### src/rtl/walu_pkg.sv
// walu_pkg: shared types and defaults for the WALU issue stage
package walu_pkg;
    localparam int WALU_ISSUE_DEPTH = 4;
    localparam int DATA_W = 16;
    typedef logic [DATA_W-1:0] data_t;
    typedef enum logic [1:0] {OP_ADD, OP_SUB, OP_AND, OP_OR} op_t;
    typedef struct packed {
        data_t a;
        data_t b;
        op_t   op;
    } req_t;
endpackage

### src/rtl/walu_fifo.sv
// walu_fifo: circular request queue exposing its head entry
module walu_fifo
    import walu_pkg::*;
#(
    parameter int DEPTH = WALU_ISSUE_DEPTH
) (
    input  logic                       clk,
    input  logic                       rst_n,
    input  logic                       push,
    input  logic                       pop,
    input  req_t                       din,
    output req_t                       head,
    output logic                       full,
    output logic                       empty,
    output logic [$clog2(DEPTH+1)-1:0] count
);
    localparam int PW = $clog2(DEPTH);
    localparam int CW = $clog2(DEPTH+1);
    req_t mem [DEPTH];
    logic [PW-1:0] wptr, rptr;
    logic do_push, do_pop;
    assign full = count == CW'(DEPTH);
    assign empty = count == '0;
    // a full queue refuses a push even when the head pops in the same cycle
    assign do_push = push && !full;
    assign do_pop = pop && !empty;
    assign head = mem[rptr];
    always_ff @(posedge clk or negedge rst_n) begin
        if (!rst_n) begin
            wptr  <= '0;
            rptr  <= '0;
            count <= '0;
        end else begin
            if (do_push) wptr <= wptr + 1'b1;
            if (do_pop) rptr <= rptr + 1'b1;
            count <= count + CW'(do_push) - CW'(do_pop);
        end
    end
    always_ff @(posedge clk) begin
        if (do_push) mem[wptr] <= din;
    end
endmodule

### src/rtl/walu_issue.sv
// walu_issue: queues ALU requests, presents the head to the ALU and registers its result
module walu_issue
    import walu_pkg::*;
#(
    parameter int DEPTH = WALU_ISSUE_DEPTH
) (
    input  logic                       clk,
    input  logic                       rst_n,
    input  logic                       in_valid,
    output logic                       in_ready,
    input  data_t                      in_a,
    input  data_t                      in_b,
    input  op_t                        in_op,
    output data_t                      alu_a,
    output data_t                      alu_b,
    output op_t                        alu_op,
    input  data_t                      alu_r,
    output logic                       out_valid,
    input  logic                       out_ready,
    output data_t                      out_r,
    output logic [$clog2(DEPTH+1)-1:0] count
);
    req_t req, head;
    logic full, empty, issue;
    assign req = '{a: in_a, b: in_b, op: in_op};
    walu_fifo #(.DEPTH(DEPTH)) u_fifo (
        .clk(clk),
        .rst_n(rst_n),
        .push(in_valid),
        .pop(issue),
        .din(req),
        .head(head),
        .full(full),
        .empty(empty),
        .count(count)
    );
    assign in_ready = !full;
    assign issue = !empty && (!out_valid || out_ready);
    always_comb begin
        alu_a  = empty ? '0 : head.a;
        alu_b  = empty ? '0 : head.b;
        alu_op = empty ? OP_ADD : head.op;
    end
    always_ff @(posedge clk or negedge rst_n) begin
        if (!rst_n) begin
            out_valid <= 1'b0;
            out_r     <= '0;
        end else if (issue) begin
            out_valid <= 1'b1;
            out_r     <= alu_r;
        end else if (out_ready) begin
            out_valid <= 1'b0;
        end
    end
endmodule

### config.mk
export PLATFORM = sky130hd
export DESIGN_NAME = walu_issue
export DESIGN_NICKNAME = d
export VERILOG_FILES = /design/src/rtl/walu_pkg.sv /design/src/rtl/walu_fifo.sv /design/src/rtl/walu_issue.sv
export SDC_FILE = /design/constraint.sdc
export NUM_CORES = 1
export LEC_CHECK = 0
export CAP_MARGIN = 25
export CORE_AREA = 2 2 111 113
export CTS_BUF_LIST = sky130_fd_sc_hd__clkbuf_2
export CTS_CLUSTER_DIAMETER = 40
export DETAILED_ROUTE_END_ITERATION = 10
export DIE_AREA = 0 0 113 115
export GPL_TIMING_DRIVEN = 0
export PLACE_DENSITY_LB_ADDON = 0.1
export SLEW_MARGIN = 20
export SYNTH_ARGS = -nofsm -noshare
export SYNTH_HDL_FRONTEND = slang
export SYNTH_HIERARCHICAL = 1
export SYNTH_SLANG_ARGS = --single-unit
### constraint.sdc
create_clock -name clk -period 2.75 [get_ports clk]
set_input_delay 0.6875 -clock clk [delete_from_list [all_inputs] [get_ports clk]]
set_output_delay 0.6875 -clock clk [all_outputs]
set_load 0.05 [all_outputs]
Word-level counts from Yosys, hierarchy flattened
Memory sizes are Yosys's and may differ from the RTL's. Cells that the tools add are included.

RAM bits: 136. Register bits after elaboration: 24. Input port bits: 54. Memories: 1. Output and inout port bits: 55.

Memories: u_fifo.mem (depth 4, width 34, read ports 1, clocked after memory_dff 0, write ports 1, line walu_fifo.sv:19) `req_t mem [DEPTH];`.

Eq/ne operators: 1. Add/subtract/negate cells: 4. Multiplexer cells: 7. Reductions and logical operators: 9.

Operator list (number): 2-to-1 mux 16 bit (2); adder 2 x 1 -> 2 bit, second input constant (2); 2-to-1 mux 1 bit (4); adder 3 x 1 -> 3 bit (1); equality test 3 bit, second input constant (1); logical AND 1 bit (3); logical NOT 1 bit (3); logical NOT 3 bit (1); subtractor 3 x 1 -> 3 bit (1); 2-to-1 mux 2 bit (1); nonzero test 2 bit (1); logical OR 1 bit (1).

Logic depth before layout (Yosys ltp)
Word-level depth: 5. Gate-level depth with buffers: 12. Gate-level depth less buffers: 10.

By module
The synthesis kept the hierarchy.

By module, submodules not included: walu_fifo (cells each 219, times used 1, area an instance 5432.7 µm²); walu_issue (cells each 77, times used 1, area an instance 939.7 µm²).

Worst setup path after synthesis
OpenSTA, ideal clock, no wires.

Path kind: flip-flop to flip-flop. From: register u_fifo.count[0]. To: register u_fifo.count[2]. Required time: 2.625 ns. Path buffers: 2. Arrival time: 2.594 ns. Setup time: 0.125 ns. Path slack: 0.031 ns. Period minus slack after synthesis: 2.719 ns. Cell stages (with the launch flop): 13. Cells stage by stage: dfrtp_1 > nor3_1 > buf_6 > a21oi_4 > buf_12 > o31ai_1 > inv_1 > ha_1 > inv_1 > ha_1 > fa_1 > xnor2_1 > xnor2_1.

Cells in the longest elaborated chain, start to end: 5.

Ends and longest elaborated chain: from (decl) (line walu_fifo.sv:15) `output logic [$clog2(DEPTH+1)-1:0] count`; from (signal assigned) (line walu_fifo.sv:36) `count <= count + CW'(do_push) - CW'(do_pop);`; logical NOT 3 bit (line walu_fifo.sv:23) `assign empty = count == '0;`; via empty (line walu_issue.sv:24) `logic full, empty, issue;`; logical NOT 1 bit (line walu_issue.sv:38) `assign issue = !empty && (!out_valid || out_ready);`; logical AND 1 bit (line walu_issue.sv:38); via issue (line walu_issue.sv:24); logical AND 1 bit (line walu_fifo.sv:26) `assign do_pop = pop && !empty;`; via u_fifo.do_pop (line walu_fifo.sv:21) `logic do_push, do_pop;`; subtractor 3 x 1 -> 3 bit (line walu_fifo.sv:36).

The timed path passes the listed nets, and every way through them passes these cells. A chain may end at the register's enable or synchronous reset.

==> reports/results.ini <==
[clock_tree]
cts.path.max_buffers=2
cts_hold_buf=0
path_clk_slew_ns=0.20
cts_root_buffer=clkbuf_2
clock_latency_ns=0.75
cts_buffers=17
clock-sinks=160
ctsHtreeMaxLevel=4
cts_tree=yes

[die]
die-area_um2=13000
initial_core_util_pct=54.0
die_h_um=115
rows=40
core-area_um2=11800
dieWidth_um=113
io-pin-count=109

[logic_synthesis]
synth_most_common_cell=edfxtp_1
syn_nets=357
syn_inst=296
synth_cell_types=27
synth_commonest_cells=edfxtp_1 (136), nor2b_1 (29), mux4_2 (28)
ys_warn_count=6
ys_seq_area_share_pct=73.5
syn_avg_cell_area_um2=21.5
synth_ff_type=edfxtp_1
synth-edff-count=136
synth_area_leaders=edfxtp_1 (64%), mux4_2 (9.9%), dfrtp_1 (9.4%)
syn_area_um2=6370
synthArstFlopShare_pct=15.0
yosys.area.top_type_share_pct=64.1
synth_seq_cells=160
yosysTopAreaCell=edfxtp_1

[worst_setup_path]
cp.arrival_ns=2.33
critPathLaunchType=register
crit_fanout=5
cp_data_required_time_ns=2.06
crit_path_end_kind=output port
crit_type=reg -> out

[route]
via_per_inst=5.36
drt_iter0_drc=225
dr.pass1.iters=7
wl_per_cell_um=20.0
detail-route-antenna-nets=0
drc_errors=7
vias=3261
drt_wl_total_um=12200

[power]
power_density_nw_per_um2=1320
switching_share_pct=38.9
switching_power_mw=4.43
peakVddDrop_mv=0.782
total_power_mw=11.4
sequentialPowerShare_pct=30.2
clkPwrFrac_pct=14.5
p_leak_nw=3.22
internal_power_mw=6.96
comb_power_share_pct=55.3

[status]
violations=design-rule violations, negative setup slack
status=finished, violations left

[global_routing]
grtUsageTotal_pct=19.8
antenna_found_initial=0
overflow=0
grt_pass1_wl_um=18600
grt_pass1_vias=3399
grt_max_degree=26

[place]
pre_cts_ws_ns=-0.301
routabilityCongestion=0.658
dpl.cell_count=556
port_buffers=108
dp_hpwl_um=7620
placed_area_um2=7760

[sta]
slew_violations=0
rsz0062_at_grt=yes
finalSetupViolations=34
finalCritPeriodShare_pct=110
fin_crit_ns=3.02
relSlewSlack_pct=64.2
max_freq_ghz=0.332
worstMarginPinSlew_ns=0.536
skew_ns=0.0227
hold_violations=0
setup_ws_ns=-0.266

[finish]
finalInstanceArea_um2=8620
diodes=0
final_cells=608
synthToLayoutAreaGrowth_pct=35.2
layout-drive-gt1-share_pct=43.6
fin_nets=510

[job]
maxCapViolations=0

[hold_path]
hold_class=in -> async

## repair_timing
item	in CTS	in global routing
buffers inserted	7	14
hold endpoints to repair	0	0
pin swaps	1	2
endpoints found under the setup margin	39	36
resized for setup	310	29
gates cloned	4	0
## state kept, by name (all words and copies together), names as in the netlist
name and flops:
u_fifo/rptr 2, u_fifo/count 3, u_fifo/wptr 2, out_valid 1, u_fifo/mem 136, out_r 16
## worst max-delay path, stage by stage, from the launching register on
cell and delay (ns):
dfrtp_2 0.47, buf_12 0.15, buf_12 0.12, mux4_2 0.48, and2b_2 0.22, buf_6 0.15
## layer usage
layer  routed length, um  vias up  share of wire [%]  GRT usage, %
li1                    -     1480                  -             -
met1                4910     1651                 40          26.9
met2                6280      116                 52          31.2
met3                 797       14                6.6          5.27
met4                 180        0                1.5          8.05
met5                   0        -                  0             0
## power by group through the flow
stage	sequential, mW	combinational (mW)	clock (mW)
finish	3.45	6.30	1.65
global route	3.50	6.61	1.78
CTS	3.45	6.22	1.68
detailed placement	3.50	5.32	0
global placement	3.49	5.16	0
floorplan	3.88	3.21	0
## worst paths after layout
check                                start              end  slack, ns  cells after the start
min reg2reg                      out_r[11]        out_r[11]       0.53                      1
min in group clk                 out_ready        out_valid       0.53                      2
min                                  rst_n         out_r[9]       0.25                      1
max                         u_fifo/rptr[0]        alu_b[15]      -0.27                      5
max reg2reg                u_fifo/count[1]  u_fifo/count[2]       0.25                     12
max in group asynchronous            rst_n  u_fifo/count[2]       2.00                      2
## cell families (layout without fill, tap and decap cells)
| kind of cell | Yosys count | in the layout | share of synthesized area (%) |
|---|---|---|---|
| AO/OA/AOI/OAI | 6 | 6 | 0.825 |
| XOR/XNOR | 4 | 4 | 0.550 |
| adder cells (fa/ha/maj) | 7 | 7 | 1.49 |
| buffers and inverters | 22 | 187 | 2.63 |
| flip-flops | 160 | 160 | 73.5 |
| multiplexers | 50 | 50 | 15.7 |
| AND/OR/NAND/NOR | 47 | 47 | 5.26 |
## area by class of cell
cell class | count | area [um2]
Clock inverter | 11 | 235
Tap cell | 147 | 184
Sequential cell | 160 | 4690
Inverter | 9 | 33.8
Fill cell | 727 | 3190
Multi-Input combinational cell | 114 | 1740
Buffer | 12 | 158
Clock buffer | 20 | 100
Timing Repair Buffer | 135 | 1480
## per-stage QoR
stage / hold WS, ns / TNS, ns / util, %
floorplan: 0.392 / 0 / -
global placement: 0.488 / -77.84 / 64.7
detailed placement: 0.495 / -7.14 / 65.7
CTS: 0.210 / -10.98 / 72.2
global route: 0.195 / -10.71 / 73.0
finish: 0.247 / -7.11 / 73.0
## layout by cell type, fill, tap and decap left out
cell and n:
a21oi_4 1, and2b_2 5, and3b_2 4, buf_12 9, buf_16 4, buf_2 1
buf_4 18, buf_6 36, buf_8 3, bufinv_16 7, clkbuf_2 21, clkbuf_8 2
clkdlybuf4s50_1 69, clkinv_1 1, clkinv_2 1, clkinvlp_4 1, dfrtp_1 20, dfrtp_2 4
dlygate4sd2_1 4, edfxtp_1 136, fa_2 1, ha_1 6, inv_1 9, inv_6 1
mux2_2 7, mux2_4 9, mux4_2 34, nand2_1 1, nand2b_1 4, nand4bb_1 2
nor2b_4 29, nor3_2 1, nor3b_4 1, o211ai_1 2, o21ai_0 1, o311ai_0 1
o31ai_1 1, xnor2_1 3, xnor2_2 1
Note: power is estimated with default switching activity, not from simulation.
